File: src/rtl/sdram_pkg.sv
// Shared definitions for the SDRAM port arbiter: state encoding and default widths.
package sdram_pkg;
  typedef enum logic [1:0] {
    ST_IDLE  = 2'd0,
    ST_ISSUE = 2'd1,
    ST_WAIT  = 2'd2
  } state_t;

  localparam int ADDR_W_DEF  = 16;
  localparam int DATA_W_DEF  = 32;
  localparam int TIMEOUT_DEF = 255;
endpackage

File: src/rtl/sdram_arbiter_rr_pick2.sv
// Two-way chooser: fixed priority to port 0, or round-robin against the last owner.
module rr_pick2
  import sdram_pkg::*;
(
  input  logic [1:0] req_i,
  input  logic       last_i,
  input  logic       fixed_prio_i,
  output logic       grant_o
);
  always_comb begin
    grant_o = 1'b0;
    // On a tie in round-robin mode the port that did not go last wins.
    if (!fixed_prio_i && req_i == 2'b11) begin
      grant_o = ~last_i;
    end else begin
      grant_o = ~req_i[0];
    end
  end
endmodule

File: src/rtl/sdram_arbiter.sv
// Shares the SDRAM controller command port between video (port 0) and CPU (port 1),
// one transaction in flight, with a read-data timeout.
module sdram_arbiter
  import sdram_pkg::*;
#(
  parameter int ADDR_W     = ADDR_W_DEF,
  parameter int DATA_W     = DATA_W_DEF,
  parameter int FIXED_PRIO = 0,
  parameter int TIMEOUT    = TIMEOUT_DEF
) (
  input  logic              clk_cpu,
  input  logic              reset,
  input  logic              p0_req,
  input  logic              p0_we,
  input  logic [ADDR_W-1:0] p0_addr,
  input  logic [DATA_W-1:0] p0_data,
  output logic              p0_ack,
  output logic              p0_valid,
  output logic [DATA_W-1:0] p0_q,
  input  logic              p1_req,
  input  logic              p1_we,
  input  logic [ADDR_W-1:0] p1_addr,
  input  logic [DATA_W-1:0] p1_data,
  output logic              p1_ack,
  output logic              p1_valid,
  output logic [DATA_W-1:0] p1_q,
  output logic              mem_req,
  output logic              mem_we,
  output logic [ADDR_W-1:0] mem_addr,
  output logic [DATA_W-1:0] mem_data,
  input  logic              mem_ack,
  input  logic              mem_valid,
  input  logic [DATA_W-1:0] mem_q,
  output logic              timeout_err,
  output logic              busy
);
  localparam logic [7:0] TO_CNT = 8'(TIMEOUT);

  state_t            state_q, state_d;
  logic              owner_q, owner_d;
  logic              last_q, last_d;
  logic              mem_req_q, mem_req_d;
  logic              mem_we_q, mem_we_d;
  logic [ADDR_W-1:0] mem_addr_q, mem_addr_d;
  logic [DATA_W-1:0] mem_data_q, mem_data_d;
  logic [7:0]        cnt_q, cnt_d;
  logic              terr_q, terr_d;
  logic              p0_valid_q, p0_valid_d;
  logic              p1_valid_q, p1_valid_d;
  logic [DATA_W-1:0] p0_rdata_q, p0_rdata_d;
  logic [DATA_W-1:0] p1_rdata_q, p1_rdata_d;
  logic              grant;

  rr_pick2 u_pick (
    .req_i        ({p1_req, p0_req}),
    .last_i       (last_q),
    .fixed_prio_i (FIXED_PRIO != 0),
    .grant_o      (grant)
  );

  always_comb begin
    state_d    = state_q;
    owner_d    = owner_q;
    last_d     = last_q;
    mem_req_d  = mem_req_q;
    mem_we_d   = mem_we_q;
    mem_addr_d = mem_addr_q;
    mem_data_d = mem_data_q;
    cnt_d      = cnt_q;
    terr_d     = terr_q;
    p0_valid_d = 1'b0;
    p1_valid_d = 1'b0;
    p0_rdata_d = p0_rdata_q;
    p1_rdata_d = p1_rdata_q;
    unique case (state_q)
      ST_IDLE: begin
        if (p0_req || p1_req) begin
          owner_d    = grant;
          mem_req_d  = 1'b1;
          mem_we_d   = grant ? p1_we   : p0_we;
          mem_addr_d = grant ? p1_addr : p0_addr;
          mem_data_d = grant ? p1_data : p0_data;
          state_d    = ST_ISSUE;
        end
      end
      ST_ISSUE: begin
        if (mem_ack) begin
          mem_req_d = 1'b0;
          last_d    = owner_q;
          cnt_d     = 8'd0;
          state_d   = mem_we_q ? ST_IDLE : ST_WAIT;
        end
      end
      ST_WAIT: begin
        // Data arriving on the final count still wins over the timeout.
        if (mem_valid) begin
          if (owner_q) begin
            p1_valid_d = 1'b1;
            p1_rdata_d = mem_q;
          end else begin
            p0_valid_d = 1'b1;
            p0_rdata_d = mem_q;
          end
          state_d = ST_IDLE;
        end else if (cnt_q == TO_CNT) begin
          terr_d  = 1'b1;
          state_d = ST_IDLE;
        end else begin
          cnt_d = cnt_q + 8'd1;
        end
      end
      default: state_d = ST_IDLE;
    endcase
  end

  always_ff @(posedge clk_cpu) begin
    if (reset) begin
      state_q    <= ST_IDLE;
      owner_q    <= 1'b0;
      last_q     <= 1'b1;
      mem_req_q  <= 1'b0;
      mem_we_q   <= 1'b0;
      mem_addr_q <= '0;
      mem_data_q <= '0;
      cnt_q      <= 8'd0;
      terr_q     <= 1'b0;
      p0_valid_q <= 1'b0;
      p1_valid_q <= 1'b0;
      p0_rdata_q <= '0;
      p1_rdata_q <= '0;
    end else begin
      state_q    <= state_d;
      owner_q    <= owner_d;
      last_q     <= last_d;
      mem_req_q  <= mem_req_d;
      mem_we_q   <= mem_we_d;
      mem_addr_q <= mem_addr_d;
      mem_data_q <= mem_data_d;
      cnt_q      <= cnt_d;
      terr_q     <= terr_d;
      p0_valid_q <= p0_valid_d;
      p1_valid_q <= p1_valid_d;
      p0_rdata_q <= p0_rdata_d;
      p1_rdata_q <= p1_rdata_d;
    end
  end

  // The ack is combinational so the requester sees it in the controller's accept cycle.
  assign p0_ack      = mem_ack & (state_q == ST_ISSUE) & ~owner_q;
  assign p1_ack      = mem_ack & (state_q == ST_ISSUE) & owner_q;
  assign p0_valid    = p0_valid_q;
  assign p1_valid    = p1_valid_q;
  assign p0_q        = p0_rdata_q;
  assign p1_q        = p1_rdata_q;
  assign mem_req     = mem_req_q;
  assign mem_we      = mem_we_q;
  assign mem_addr    = mem_addr_q;
  assign mem_data    = mem_data_q;
  assign timeout_err = terr_q;
  assign busy        = (state_q != ST_IDLE);
endmodule
File: config.mk
export PLATFORM = sky130hd
export DESIGN_NAME = sdram_arbiter
export DESIGN_NICKNAME = d
export VERILOG_FILES = /design/src/rtl/sdram_pkg.sv /design/src/rtl/sdram_arbiter_rr_pick2.sv /design/src/rtl/sdram_arbiter.sv
export SDC_FILE = /design/constraint.sdc
export NUM_CORES = 1
export LEC_CHECK = 0
export BUFFER_PORTS_ARGS = -buffer_cell sky130_fd_sc_hd__buf_2
export CORE_MARGIN = 1
export CORE_UTILIZATION = 30
export DETAILED_ROUTE_END_ITERATION = 8
export PLACE_DENSITY_LB_ADDON = 0.12
export SYNTH_ARGS = -nofsm -noshare
export SYNTH_HDL_FRONTEND = slang
export SYNTH_SLANG_ARGS = --single-unit
File: constraint.sdc
create_clock -name clk_cpu -period 2 [get_ports clk_cpu]
set_input_delay 0.6 -clock clk_cpu [delete_from_list [all_inputs] [get_ports clk_cpu]]
set_output_delay 0.6 -clock clk_cpu [all_outputs]
set_load 0.1 [all_outputs]
==> results of run 1 <==
cell families (layout without fill, tap and decap cells):
family	count (synthesis)	count (layout)	synth area share
AOI/OAI and AO/OA	131	131	0.1594
adders and majority gates	1	1	0.002479
buffers and inverters	50	318	0.04214
DFF	129	129	0.5117
muxes	51	51	0.1011
and+or+nand+nor	226	226	0.1832
worst max-delay path by stage:
stage          depth (start not counted)  slack [ps]        from        to
3_3_place_gp                           5         160     mem_ack    p1_ack
5_1_grt                                4         -30  state_q[1]    p1_ack
4_1_cts                                4           3  state_q[1]    p1_ack
6_report                               4          40  state_q[1]    p1_ack
2_1_floorplan                          3        -120     mem_ack    p0_ack
3_5_place_dp                           4         150   mem_valid  cnt_q[7]
worst reg2reg max path, stage by stage, from the launching register on:
cell	delay, ps
dfxtp_1	360
ha_1	210
nand4_1	190
o21ai_1	350
buf_4	210
nand2_1	50
a311oi_1	250
sequential cells by signal, summed over array words and instances, names as in the netlist:
signal,cells
mem_data,32
p0_q,32
p1_q,32
mem_addr,16
cnt_q,8
state_q,2
last_q,1
mem_req,1
mem_we,1
owner_q,1
p0_valid,1
p1_valid,1
timeout_err,1
per-stage QoR:
| stage | setup TNS, ps | instances | instance area, sq um | hold WS (ps) | utilization |
|---|---|---|---|---|---|
| finish | 0 | 1076 | 7342 | 432.4 | 0.4443 |
| global route | -34.95 | 1076 | 7342 | 415.6 | 0.4443 |
| CTS | 0 | 1076 | 7342 | 414.4 | 0.4443 |
| detailed placement | 0 | 1042 | 6746 | 443.1 | 0.4083 |
| global placement | 0 | 1042 | 6746 | 438.2 | 0.4083 |
| floorplan | -118.2 | 588 | 5062 | 436.6 | - |
final cells by class:
type / instances / area (sq um)
clock buffer: 20 / 456.7
inverter: 3 / 11.26
clock inverter: 12 / 111.4
fill: 1667 / 9183
timing repair buffer: 283 / 1613
tap: 220 / 275.3
sequential: 129 / 2591
multi-input combinational: 409 / 2283
cells in the mapped netlist (3+ instances only):
| cell | count | area [sq um] |
|---|---|---|
| mux2i_1 | 51 | 510.5 |
| nand3_1 | 13 | 65.06 |
| nor2_1 | 61 | 229.0 |
| buf_2 | 20 | 100.1 |
| nand2_1 | 133 | 499.2 |
| buf_1 | 5 | 18.77 |
| and3_1 | 3 | 18.77 |
| clkbuf_1 | 22 | 82.58 |
| a31oi_1 | 3 | 18.77 |
| inv_1 | 3 | 11.26 |
| a211oi_1 | 49 | 367.9 |
| dfxtp_1 | 129 | 2582 |
| a21oi_1 | 70 | 350.3 |
power by group through the flow:
stage               logic, W  registers (W)  clock network, W
floorplan           0.000425        0.00378                 0
global placement     0.00179        0.00284                 0
detailed placement   0.00180        0.00284                 0
CTS                  0.00181        0.00279           0.00299
global route         0.00188        0.00281           0.00313
finish               0.00179        0.00279           0.00293
what timing repair did:
item	CTS	global route
gates resized for setup	6	0
pin swaps	1	1
setup endpoints to repair	2	2
buffers inserted	2	0
metal layers:
| layer | GRT usage | part of all wire | routed length, microns |
|---|---|---|---|
| met5 | 0 | 0 | 0 |
| met1 | 0.1975 | 0.45 | 6272 |
| met3 | 0.05170 | 0.082 | 1148 |
| met4 | 0.06460 | 0.014 | 191 |
| met2 | 0.2675 | 0.46 | 6435 |
==> run_results.csv, run 1 <==
group,metric,value,unit
timing,min_period_over_period,0.9782,
critical_path,reg2reg_to,"cnt_q[4]",
logic_synthesis,synth.avg_cell_area,8.584,sq um
route,drt-pass1-iter-count,7,
global_routing,grt_pass1_wl,22.57,mm
critical_path,crit_family,"flip-flops",
critical_path,cp.required,1400,ps
critical_path,cp-end-kind,"output port",
critical_path,rrSetupSlack,290,ps
placed_design,hpwlAfterDp,10.31,mm
logic_synthesis,synth-edff-count,0,
critical_path,crit_chain,"nand3b_1, buf_6, nor2_4, buf_12",
floorplan,fp.dieH,131.7,microns
critical_path,slowest_stage,"dfxtp_4",
clocking,path_clk_slew,60,ps
route,route.vias.total,4963,
worst_hold_path,min_path_cells,3,
power_and_ir_drop,peakVddDrop,0.6099,mV
logic_synthesis,synthArstFlopShare,0,
placed_design,numPortBuffers,255,
timing,fin_ws,43.54,ps
floorplan,start_util,0.3054,
critical_path,critPathArrivalTime,1360,ps
critical_path,r2r-start,"cnt_q[0]",
power_and_ir_drop,power.static_leakage,3.392,nW
clocking,cts_tree,"yes",
finish,fin_nets,980,
logic_synthesis,synth_top_flop_cell,"dfxtp_1",
floorplan,dieArea,17350,sq um
logic_synthesis,yosysWarnings,0,
timing,rsz0062_at_grt,"true",
critical_path,path_buf_inv,2,
logic_synthesis,syn_area,5047,sq um
timing,tightest_slew,576.0,ps
critical_path,start_kind,"flip-flop",
placed_design,preCtsSetupSlack,148.0,ps
clocking,clk_latency,410,ps
power_and_ir_drop,p_sw,0.002609,W
global_routing,grt_overflow,0,
worst_hold_path,hold_path_end,"p1_q[22]",
critical_path,worst-setup-path-type,"reg2out",
route,drc_errors,0,
logic_synthesis,synth_seq_cells,129,
timing,setup_viol_count_final,0,
timing,fmax,0.5111,GHz
route,totalWireLength,14.05,mm
global_routing,grtUsageTotal,0.1629,
floorplan,core,16520,sq um
floorplan,pin_count,256,
clocking,cts_root_buf,"clkbuf_16",
critical_path,critPathMaxFanout,5,
timing,finalClockSkew,7.703,ps
clocking,clock_sinks,129,
logic_synthesis,synthCells,588,
route,drt-vias-per-instance,4.612,
global_routing,antenna_found_initial,0,
power_and_ir_drop,p_int,0.004893,W
route,ant_nets,0,
power_and_ir_drop,p_clk_frac,0.390,
clocking,cts_buffers,17,
route,wl_per_cell,13.06,microns
power_and_ir_drop,comb_power_share,0.239,
logic_synthesis,syn-num-nets,725,
worst_hold_path,hold_class,"in2reg",
placed_design,gp_congestion,0.7785,
finish,drive_gt1_frac,0.3773,
finish,syn2layout_area_growth,45.46,%
finish,antenna_cells,0,
status,status,"complete, no violations",
timing,min_period,1956,ps
floorplan,rows,47,
logic_synthesis,yosysSeqAreaShare,0.5117,
clocking,ctsHoldBuffers,0,
clocking,h-tree-depth,4,
timing,finalMaxSlewViolations,0,
clocking,clock_path_buffers,2,
worst_hold_path,hold_path.startpoint,"mem_q[22]",
finish,mostFrequentLayoutCell,"buf_2",
power_and_ir_drop,power,0.007503,W
timing,hold_viol,0,
finish,final_cell_mix,"251 x buf_2, 133 x nand2_1, 126 x dfxtp_1",
power_and_ir_drop,power_density,1022,nW/um^2
power_and_ir_drop,swShare,0.3478,
critical_path,cp_slowest_stage_delay,340,ps
floorplan,die_width,131.7,microns
route,drt_iter0_markers,150,
power_and_ir_drop,power_frac_seq,0.372,
global_routing,grt_max_degree,100,
global_routing,grt_pass1_vias,4658,
logic_synthesis,ys_types,35,
timing,slew_headroom,0.6160,
flow_run,drv_cap,0,
critical_path,r2r_cells,6,
Note: power is estimated with default switching activity, not from simulation.
==> run 2: changes to the inputs <==
- ABC_AREA: default -> 1
- clock period: 2 -> 2.5 ns (I/O delays scaled with it)
==> run_results.csv, run 2 <==
group,metric,value,unit
status,status,"complete, no violations",
floorplan,die_width,135.8,microns
route,drt-pass1-iter-count,4,
global_routing,grt_max_degree,90,
logic_synthesis,synth_xor_area_frac,0,
finish,fin_cells,1207,
clocking,cts_tree,"yes",
floorplan,pin_count,256,
worst_hold_path,hold_class,"reg2reg",
finish,fin_nets,1106,
floorplan,dieArea,18450,sq um
placed_design,hpwlAfterDp,11.44,mm
logic_synthesis,synthCells,729,
route,ant_nets,0,
clocking,clock_sinks,129,
critical_path,r2r_cells,7,
power_and_ir_drop,p_int,0.004106,W
logic_synthesis,synthArstFlopShare,0,
global_routing,grt_pass1_vias,5042,
placed_design,gp_congestion,0.7971,
logic_synthesis,synth_area_leaders,"dfxtp_1 48%, nor2_1 11%, nand2_1 8.9%",
timing,rsz0062_at_grt,"false",
logic_synthesis,yosysTopAreaCell,"dfxtp_1",
clocking,h-tree-depth,4,
power_and_ir_drop,peakVddDrop,0.4461,mV
critical_path,critPathMaxFanout,4,
power_and_ir_drop,p_clk_frac,0.396,
critical_path,cp-end-kind,"output port",
logic_synthesis,synth_compound_area_frac,0.1416,
clocking,cts_root_buf,"clkbuf_16",
logic_synthesis,synth-edff-count,0,
floorplan,rows,48,
finish,antenna_cells,0,
critical_path,critPathCapture,"p0_ack",
timing,fmax,0.4376,GHz
critical_path,r2r-start,"state_q[1]",
timing,slew_headroom,0.4229,
route,totalWireLength,16.46,mm
timing,min_period,2285,ps
power_and_ir_drop,power_density,863.3,nW/um^2
finish,final_cell_mix,"253 x buf_2, 150 x nor2_1, 129 x dfxtp_1",
route,drt-vias-per-instance,4.470,
clocking,cts_setup_buffers,0,
critical_path,rrSetupSlack,890,ps
logic_synthesis,synth_seq_cells,129,
flow_run,drv_cap,0,
power_and_ir_drop,power.static_leakage,3.827,nW
timing,tightest_slew,864.4,ps
floorplan,start_util,0.3085,
logic_synthesis,synthMuxAreaShare,0,
timing,finalMaxSlewViolations,0,
global_routing,grtUsageTotal,0.1824,
clocking,ctsResizeCount,0,
clocking,cts_buffers,17,
timing,setup_tns,0,ps
floorplan,core,17420,sq um
logic_synthesis,synthSimpleGateAreaFrac,0.2736,
timing,setup_viol_count_final,0,
critical_path,reg2reg_to,"mem_addr[4]",
power_and_ir_drop,power,0.006436,W
power_and_ir_drop,comb_power_share,0.253,
timing,hold_ws,472.7,ps
timing,min_period_over_period,0.9141,
logic_synthesis,synth_top_flop_cell,"dfxtp_1",
timing,fin_ws,214.7,ps
logic_synthesis,synth_top_family_by_area,"simple AND/OR/NAND/NOR gates",
critical_path,worst-setup-path-type,"reg2out",
global_routing,antenna_found_initial,0,
placed_design,numPortBuffers,255,
timing,hold_viol,0,
logic_synthesis,syn_area,5374,sq um
finish,drive_gt1_frac,0.3360,
worst_hold_path,min_path_cells,2,
route,drt_iter0_markers,278,
clocking,path_clk_slew,50,ps
finish,syn2layout_area_growth,38.72,%
route,drc_errors,0,
timing,finalClockSkew,8.888,ps
critical_path,crit_start,"state_q[0]",
critical_path,critPathArrivalTime,1540,ps
global_routing,grt_pass1_wl,25.97,mm
critical_path,cp.required,1750,ps
critical_path,start_kind,"flip-flop",
floorplan,fp.dieH,135.8,microns
logic_synthesis,ys_types,28,
logic_synthesis,synth.most_common_cell,"nor2_1",
power_and_ir_drop,p_sw,0.002330,W
logic_synthesis,yosys.area_share.adder,0.002328,
logic_synthesis,syn-num-nets,866,
power_and_ir_drop,power_frac_seq,0.351,
logic_synthesis,synthTopCellsByCount,"152 x nor2_1, 129 x dfxtp_1, 128 x nand2_1, 60 x nand3_1, 60 x o21ai_0",
clocking,ctsHoldBuffers,0,
power_and_ir_drop,swShare,0.3620,
clocking,clk_latency,410,ps
finish,mostFrequentLayoutCell,"buf_2",
placed_design,dp.cells,1175,
clocking,clock_path_buffers,2,
logic_synthesis,synth_top_area_frac,0.4806,
logic_synthesis,yosysWarnings,0,
logic_synthesis,yosysSeqAreaShare,0.4806,
global_routing,grt_overflow,0,
route,wl_per_cell,13.64,microns
route,route.vias.total,5395,
placed_design,preCtsSetupSlack,347.2,ps
logic_synthesis,synth.avg_cell_area,7.372,sq um
## run 2: cell count changes after synthesis, sizes merged, moves of 48 or more
cell,change
nand3,+48
mux2i,-51
a211oi,-49
inv,+70
a21oi,-62
nor2,+92
o21ai,+65
## run 2: area by class of cell
cell class | instances | area [sq um]
Tap cell | 225 | 281.5
Inverter | 73 | 282.8
Sequential cell | 129 | 2582
Timing Repair Buffer | 268 | 1441
Clock inverter | 15 | 182.7
Fill cell | 1903 | 9962
Multi-Input combinational cell | 480 | 2258
Clock buffer | 17 | 425.4
## run 2: cells by family (layout without fill, tap and decap cells)
logic type / after synthesis / after routing
AO/OA/AOI/OAI: 125 / 125
AND/OR/NAND/NOR: 354 / 354
adder cells (fa/ha/maj): 1 / 1
buffers and inverters: 120 / 373
flip-flops: 129 / 129
## run 2: metal layers
metal  share of wire  up-vias  global-route usage
li1                -     2824                   -
met1            0.44     2368              0.2180
met2            0.46      177              0.2982
met3           0.077       26             0.06003
met4           0.022        0             0.07678
met5               0        -                   0
## run 2: power by group through the flow
stage / logic [W] / clock network [W] / registers, W
finish: 0.00163 / 0.00255 / 0.00226
global route: 0.00173 / 0.00273 / 0.00227
CTS: 0.00164 / 0.00263 / 0.00226
detailed placement: 0.00164 / 0 / 0.00231
global placement: 0.00164 / 0 / 0.00230
floorplan: 0.000450 / 0 / 0.00314
## run 2: worst min-delay path by stage
stage | from | end
3_3_place_gp | p0_q[0] | p0_q[0]
2_1_floorplan | cnt_q[3] | cnt_q[3]
3_5_place_dp | mem_req | mem_req
5_1_grt | p1_q[14] | p1_q[14]
4_1_cts | mem_req | mem_req
6_report | mem_req | mem_req
## run 2: critical path: stages, from the launching register on
cell and delay, ps:
dfxtp_1 320, inv_2 50, nor2_1 120, inv_1 100, nor2_1 130, inv_1 110, nor2_4 120, buf_12 180
## run 2: metrics by stage
stage,instance area (sq um),util
2_1_floorplan,5381,-
3_3_place_gp,6847,0.3931
3_5_place_dp,6847,0.3931
4_1_cts,7455,0.4280
5_1_grt,7455,0.4280
6_report,7455,0.4280
